File: src/rtl/sram_controller.sv
// sram_controller: bridges a 32-bit load/store port onto a 16-bit asynchronous SRAM.
// Each word access runs as two half-word accesses, low half first, and each half is held
// for WAIT_CYCLES cycles. ready drops while an access is in flight.
// Optional feature: define SRAM_CTRL_RANGE_CHECK_EN to finish out-of-window accesses at
// once, with no SRAM strobe. Out-of-window reads return zero.
module sram_controller #(
  parameter int unsigned WAIT_CYCLES = 2,
  parameter int unsigned ADDR_BASE   = 1024
) (
  input  logic        i_clk,
  input  logic        i_rst,
  input  logic        i_wr_en,
  input  logic        i_rd_en,
  input  logic [31:0] i_address,
  input  logic [31:0] i_write_data,
  output logic [31:0] o_read_data,
  output logic        o_ready,
  output logic [17:0] o_sram_addr,
  output logic [15:0] o_sram_dq_out,
  input  logic [15:0] i_sram_dq_in,
  output logic        o_sram_dq_oe,
  output logic        o_sram_we_n
);

  localparam logic [31:0] AddrBase = 32'(ADDR_BASE);
  localparam logic [3:0]  CntLast  = 4'(WAIT_CYCLES - 1);

  typedef enum logic [2:0] {StIdle, StRdLo, StRdHi, StWrLo, StWrHi, StDone} state_e;

  state_e      r_state;
  state_e      w_next_state;
  logic [3:0]  r_cnt;
  logic [31:0] r_read_data;
  logic        w_last;
  logic [29:0] w_offset;
  logic        w_oor;
  logic        w_unused;

  // Word offset from the window base; the two byte-lane bits never take part.
  assign w_offset = i_address[31:2] - AddrBase[31:2];
  assign w_last   = (r_cnt == CntLast);

`ifdef SRAM_CTRL_RANGE_CHECK_EN
  assign w_oor = (i_address[31:2] < AddrBase[31:2]) || (w_offset[29:17] != '0);
`else
  // Without the check the word index simply wraps onto the SRAM.
  assign w_oor = 1'b0;
`endif

  assign w_unused = ^{i_address[1:0], w_offset[29:17]};

  // State register.
  always_ff @(posedge i_clk) begin
    if (!i_rst) r_state <= StIdle;
    else        r_state <= w_next_state;
  end

  // Next-state logic: writes win over reads; each half ends on its last wait cycle.
  always_comb begin
    w_next_state = r_state;
    unique case (r_state)
      StIdle: begin
        if (i_wr_en)      w_next_state = w_oor ? StDone : StWrLo;
        else if (i_rd_en) w_next_state = w_oor ? StDone : StRdLo;
      end
      StRdLo: if (w_last) w_next_state = StRdHi;
      StRdHi: if (w_last) w_next_state = StDone;
      StWrLo: if (w_last) w_next_state = StWrHi;
      StWrHi: if (w_last) w_next_state = StDone;
      StDone: w_next_state = StIdle;
      default: w_next_state = StIdle;
    endcase
  end

  // Wait counter, cleared on every state change.
  always_ff @(posedge i_clk) begin
    if (!i_rst)                       r_cnt <= '0;
    else if (w_next_state != r_state) r_cnt <= '0;
    else                              r_cnt <= r_cnt + 4'd1;
  end

  // Read data capture: each half is sampled on the last cycle of its state.
  always_ff @(posedge i_clk) begin
    if (!i_rst) begin
      r_read_data <= '0;
    end else if (r_state == StRdLo && w_last) begin
      r_read_data[15:0] <= i_sram_dq_in;
    end else if (r_state == StRdHi && w_last) begin
      r_read_data[31:16] <= i_sram_dq_in;
    end else if (r_state == StIdle && i_rd_en && !i_wr_en && w_oor) begin
      r_read_data <= '0;
    end
  end

  assign o_read_data = r_read_data;

  // Output decode: the SRAM bus is quiet outside the four access states.
  always_comb begin
    o_ready       = 1'b0;
    o_sram_addr   = '0;
    o_sram_dq_out = '0;
    o_sram_dq_oe  = 1'b0;
    o_sram_we_n   = 1'b1;
    unique case (r_state)
      StIdle: o_ready = !(i_rd_en || i_wr_en);
      StRdLo: o_sram_addr = {w_offset[16:0], 1'b0};
      StRdHi: o_sram_addr = {w_offset[16:0], 1'b1};
      StWrLo: begin
        o_sram_addr   = {w_offset[16:0], 1'b0};
        o_sram_dq_out = i_write_data[15:0];
        o_sram_dq_oe  = 1'b1;
        o_sram_we_n   = 1'b0;
      end
      StWrHi: begin
        o_sram_addr   = {w_offset[16:0], 1'b1};
        o_sram_dq_out = i_write_data[31:16];
        o_sram_dq_oe  = 1'b1;
        o_sram_we_n   = 1'b0;
      end
      StDone: o_ready = 1'b1;
      default: o_ready = 1'b0;
    endcase
  end

endmodule

File: config.mk
export PLATFORM = sky130hd
export DESIGN_NAME = sram_controller
export DESIGN_NICKNAME = d
export VERILOG_FILES = /design/src/rtl/sram_controller.sv
export SDC_FILE = /design/constraint.sdc
export NUM_CORES = 1
export LEC_CHECK = 0
export CAP_MARGIN = 10
export CORE_ASPECT_RATIO = 0.9
export CORE_MARGIN = 8
export CORE_UTILIZATION = 37
export DETAILED_ROUTE_END_ITERATION = 12
export GPL_TIMING_DRIVEN = 0
export PLACE_DENSITY_LB_ADDON = 0.15
export SYNTH_ARGS = -nofsm -noshare
export SYNTH_HDL_FRONTEND = slang
export SYNTH_SLANG_ARGS = --single-unit
File: constraint.sdc
create_clock -name i_clk -period 6.65 [get_ports i_clk]
set_clock_uncertainty 0.15 [all_clocks]
set_input_delay 1.995 -clock i_clk [delete_from_list [all_inputs] [get_ports i_clk]]
set_output_delay 1.995 -clock i_clk [all_outputs]
set_load 0.02 [all_outputs]
# Word level (Yosys, flattened, before mapping)
# Cells that the tools add are included.
[totals]
in_bits = 84
ff_bits = 39
wordCells = 36
[classes]
add_sub_neg = 2
eq_ne = 7
n_reduce_logical = 10
mux = 11
bitwise_logic = 2
[op_table]
columns = ["operator", "n"]
rows = [
  ["18-bit one-hot mux with 2 select lines", 1],
  ["16-bit one-hot mux with 2 select lines", 1],
  ["17-bit by 9-bit subtractor with 17-bit output, second input constant", 1],
  ["3-bit two-way mux", 5],
  ["3-bit one-hot mux with 4 select lines", 1],
  ["2-bit OR reduction", 4],
  ["3-bit by 2-bit equality test with 1-bit output, second input constant", 2],
  ["3-bit equality test, second input constant", 2],
  ["4-bit by 1-bit adder with 4-bit output, second input constant", 1],
  ["4-bit by 1-bit equality test with 1-bit output, second input constant", 1],
  ["3-bit by 1-bit equality test with 1-bit output, second input constant", 1],
  ["3-bit logical NOT", 1],
  ["3-bit inequality test", 1],
  ["1-bit logical AND", 2],
  ["1-bit two-way mux", 2],
  ["1-bit inverter", 2],
  ["1-bit one-hot mux with 2 select lines", 1],
  ["2-bit AND reduction", 1],
  ["1-bit logical NOT", 1],
  ["1-bit logical OR", 1],
]

# Longest topological paths before layout
[logic_depth]
ltp_word = 5
ltp_mapped = 7
ltp_nobuf = 5

# Least setup slack after synthesis
# No wires, ideal clock.
[synth_path]
path_type = "input to output"
startpoint = "input port i_address[10]"
endpoint = "output port o_sram_addr[17]"
n_path_buf = 0
arrival_time_ns = 3.452
path_stages = 5
slack_ns = 1.053
required_ns = 4.505
path_cell_list = "inv_1 ha_1 or3b_1 or4_1 a21oi_1"
[synth_between]
elab_chain_len = 2
[synth_rtl]
columns = ["element", "line", "source"]
rows = [
  ["from (decl)", "14", "input logic [31:0] i_address,"],
  ["17-bit by 9-bit subtractor with 17-bit output", "40", "assign w_offset = i_address[31:2] - AddrBase[31:2];"],
  ["18-bit one-hot mux with 2 select lines", "104", "unique case (r_state)"],
  ["to (decl)", "18", "output logic [17:0] o_sram_addr,"],
]
# No other way between the ends.

# Final worst setup path
# Same ends and word-level chain as after synthesis.

==> impl_metrics.tcl <==
set metrics [dict create \
    area_growth_pct 75.0 \
    path_clk_slew_ns 0.08 \
    drt_first_iter_violations 120 \
    dr.pass1.iters 4 \
    hp-class "reg2reg" \
    final_common_cell "clkdlybuf4s50_1" \
    nets 479 \
    synth_top_family_by_area "simple AND/OR/NAND/NOR gates" \
    cp-start-kind "input port" \
    p_leak_nw 1.29 \
    clock_latency_ns 0.29 \
    drive_gt1_share_pct 6.12 \
    ant_nets 0 \
    syn_area_um2 2070 \
    antenna_found_initial 0 \
    maxSlewViolCount 0 \
    cts_buffer_depth 2 \
    gr-total-overflow 0 \
    grt_first_pass_wirelength_um 11700 \
    rr_startpoint "r_cnt[0]" \
    yosys.area_share.simple_pct 23.0 \
    cts_resized 0 \
    crit_start "i_address[10]" \
    finalSetupViolations 0 \
    drc 0 \
    dp_hpwl_um 5980 \
    grt_pass1_vias 2344 \
    end_kind "output port" \
    avgSynthCellArea_um2 8.33 \
    initial_core_util_pct 37.5 \
    syn_nets 336 \
    htree_levels 2 \
    yosysUniqueCellTypes 37 \
    r2r_slack_ns 4.40 \
    cts_hold_buf 0 \
    cp_max_fo 6 \
    period_needed_ns 6.55 \
    synth_edf_count 0 \
    post_cts_buffers 0 \
    setup_tns_ns 0 \
    rsz0062_at_grt "false" \
    clock_sinks 39 \
    period_share_pct 98.5 \
    async_flop_share_pct 0 \
    place.gp.congestion 0.803 \
    tightest_slew_ns 0.723 \
    timing.fmax_mhz 153 \
    path_class "in2out" \
    io_buffers 136 \
    syn_inst 249 \
    synth_warnings 0 \
    design_area_um2 3630 \
    p_total_mw 0.880 \
    yosysSeqAreaShare_pct 37.7 \
    grt_max_degree 13 \
    outcome "finished, final reports clean" \
    dpl-instance-area_um2 3520 \
    synth_compound_area_share_pct 21.8 \
    synth_xor_area_share_pct 1.69 \
    cts-root-buf "clkbuf_8" \
    pin_count 153 \
    grt_use_total_pct 17.6 \
    core_um2 5530 \
    synth_adder_area_share_pct 1.81 \
    timing.rr.end "o_read_data[18]" \
    reg2reg_depth 5 \
    final_cell_mix "136 x clkdlybuf4s50_1, 39 x dfxtp_1, 34 x nand2_1, 22 x a21oi_1" \
    synth-seq-cells 39 \
    die_h_um 87.0 \
    num_vias 2396 \
    synthMuxAreaShare_pct 8.69 \
    via_per_inst 5.19 \
    endpoint "o_sram_addr[17]" \
    std_cell_rows 26 \
    fp.dieW_um 94.9 \
    die-area_um2 8260 \
    crit_arrival_ns 4.40 \
    synthFlopType "dfxtp_1" \
    cts_tree "done" \
    crit_required_ns 4.51 \
    wl_per_cell_um 16.4 \
    vdd_ir_drop_max_uv 137 \
    relSlewSlack_pct 51.4 \
    hold_viol_final 0 \
    numCtsBuffers 5 \
    power.density_nw_per_um2 242 \
    max_cap_viol_count 0 \
    routed_wl_um 7570 \
    diodes 0 \
]
cells in the mapped netlist (4+ instances only):
| master | n | area, um2 |
|---|---|---|
| dfxtp_1 | 39 | 781 |
| nand2_1 | 34 | 128 |
| a21oi_1 | 22 | 110 |
| mux2i_1 | 18 | 180 |
| nand3_1 | 18 | 90.1 |
| a22o_1 | 16 | 140 |
| o21ai_1 | 11 | 55.1 |
| clkbuf_1 | 10 | 37.5 |
| and3_1 | 8 | 50.1 |
| nor2_1 | 8 | 30.0 |
| o21ai_0 | 8 | 40.0 |
| buf_2 | 7 | 35.0 |
| a221oi_1 | 4 | 35.0 |
| or3_1 | 4 | 25.0 |
final cells by class:
class                           count  area [um2]
Fill cell                         496        1900
Buffer                             20        91.3
Clock buffer                        5        68.8
Inverter                            5        18.8
Clock inverter                      2        37.5
Multi-Input combinational cell    185        1180
Timing Repair Buffer              136        1360
Sequential cell                    39         781
Tap cell                           70        87.6
worst max-delay path, cell delays in order:
cell and delay [ns]:
clkdlybuf4s50_1 0.46, inv_1 0.08, ha_1 0.17, or3b_1 0.44
or4_1 0.49, a21oi_1 0.15, clkdlybuf4s50_1 0.62
cell families (layout without fill, tap and decap cells):
family          after synthesis  after routing
flops                        39             39
simple gates                 90             90
xor+xnor                      4              4
mux                          18             18
buf+inv                      25            168
compound gates               70             70
fa+ha+maj                     3              3
power by group:
part / switching (mW) / internal [mW]
clock: 0.0841 / 0.110
combinational: 0.228 / 0.193
sequential: 0.0126 / 0.252
metal layers:
| layer | part of all wire (%) | vias up | global-route usage [%] |
|---|---|---|---|
| li1 | - | 1190 | - |
| met1 | 45 | 1133 | 21.3 |
| met2 | 48 | 67 | 29.7 |
| met3 | 6.0 | 6 | 5.00 |
| met4 | 0.95 | 0 | 4.67 |
| met5 | 0 | - | 0 |
metrics by stage:
| stage | setup WS [ns] | std cells | hold slack (ns) | util (%) |
|---|---|---|---|---|
| 3_5_place_dp | 0.110 | 455 | 0.302 | 63.7 |
| 2_1_floorplan | 1.05 | 249 | 0.308 | - |
| 3_3_place_gp | 0.136 | 455 | 0.292 | 63.7 |
| 5_1_grt | 0.00110 | 462 | 0.334 | 65.6 |
| 6_report | 0.102 | 462 | 0.311 | 65.6 |
| 4_1_cts | 0.108 | 462 | 0.313 | 65.6 |
state kept, by name, summed over array words and instances (netlist names):
| name | cells |
|---|---|
| o_read_data | 32 |
| r_cnt | 4 |
| r_state | 3 |
worst min-delay path by stage:
stage                    startpoint         endpoint  cells past startpoint
global route        o_read_data[16]  o_read_data[16]                      2
detailed placement  o_read_data[16]  o_read_data[16]                      2
global placement    o_read_data[21]  o_read_data[21]                      2
finish              o_read_data[16]  o_read_data[16]                      2
floorplan                  r_cnt[0]         r_cnt[0]                      1
CTS                 o_read_data[16]  o_read_data[16]                      2
(Power assumes the default switching activity.)
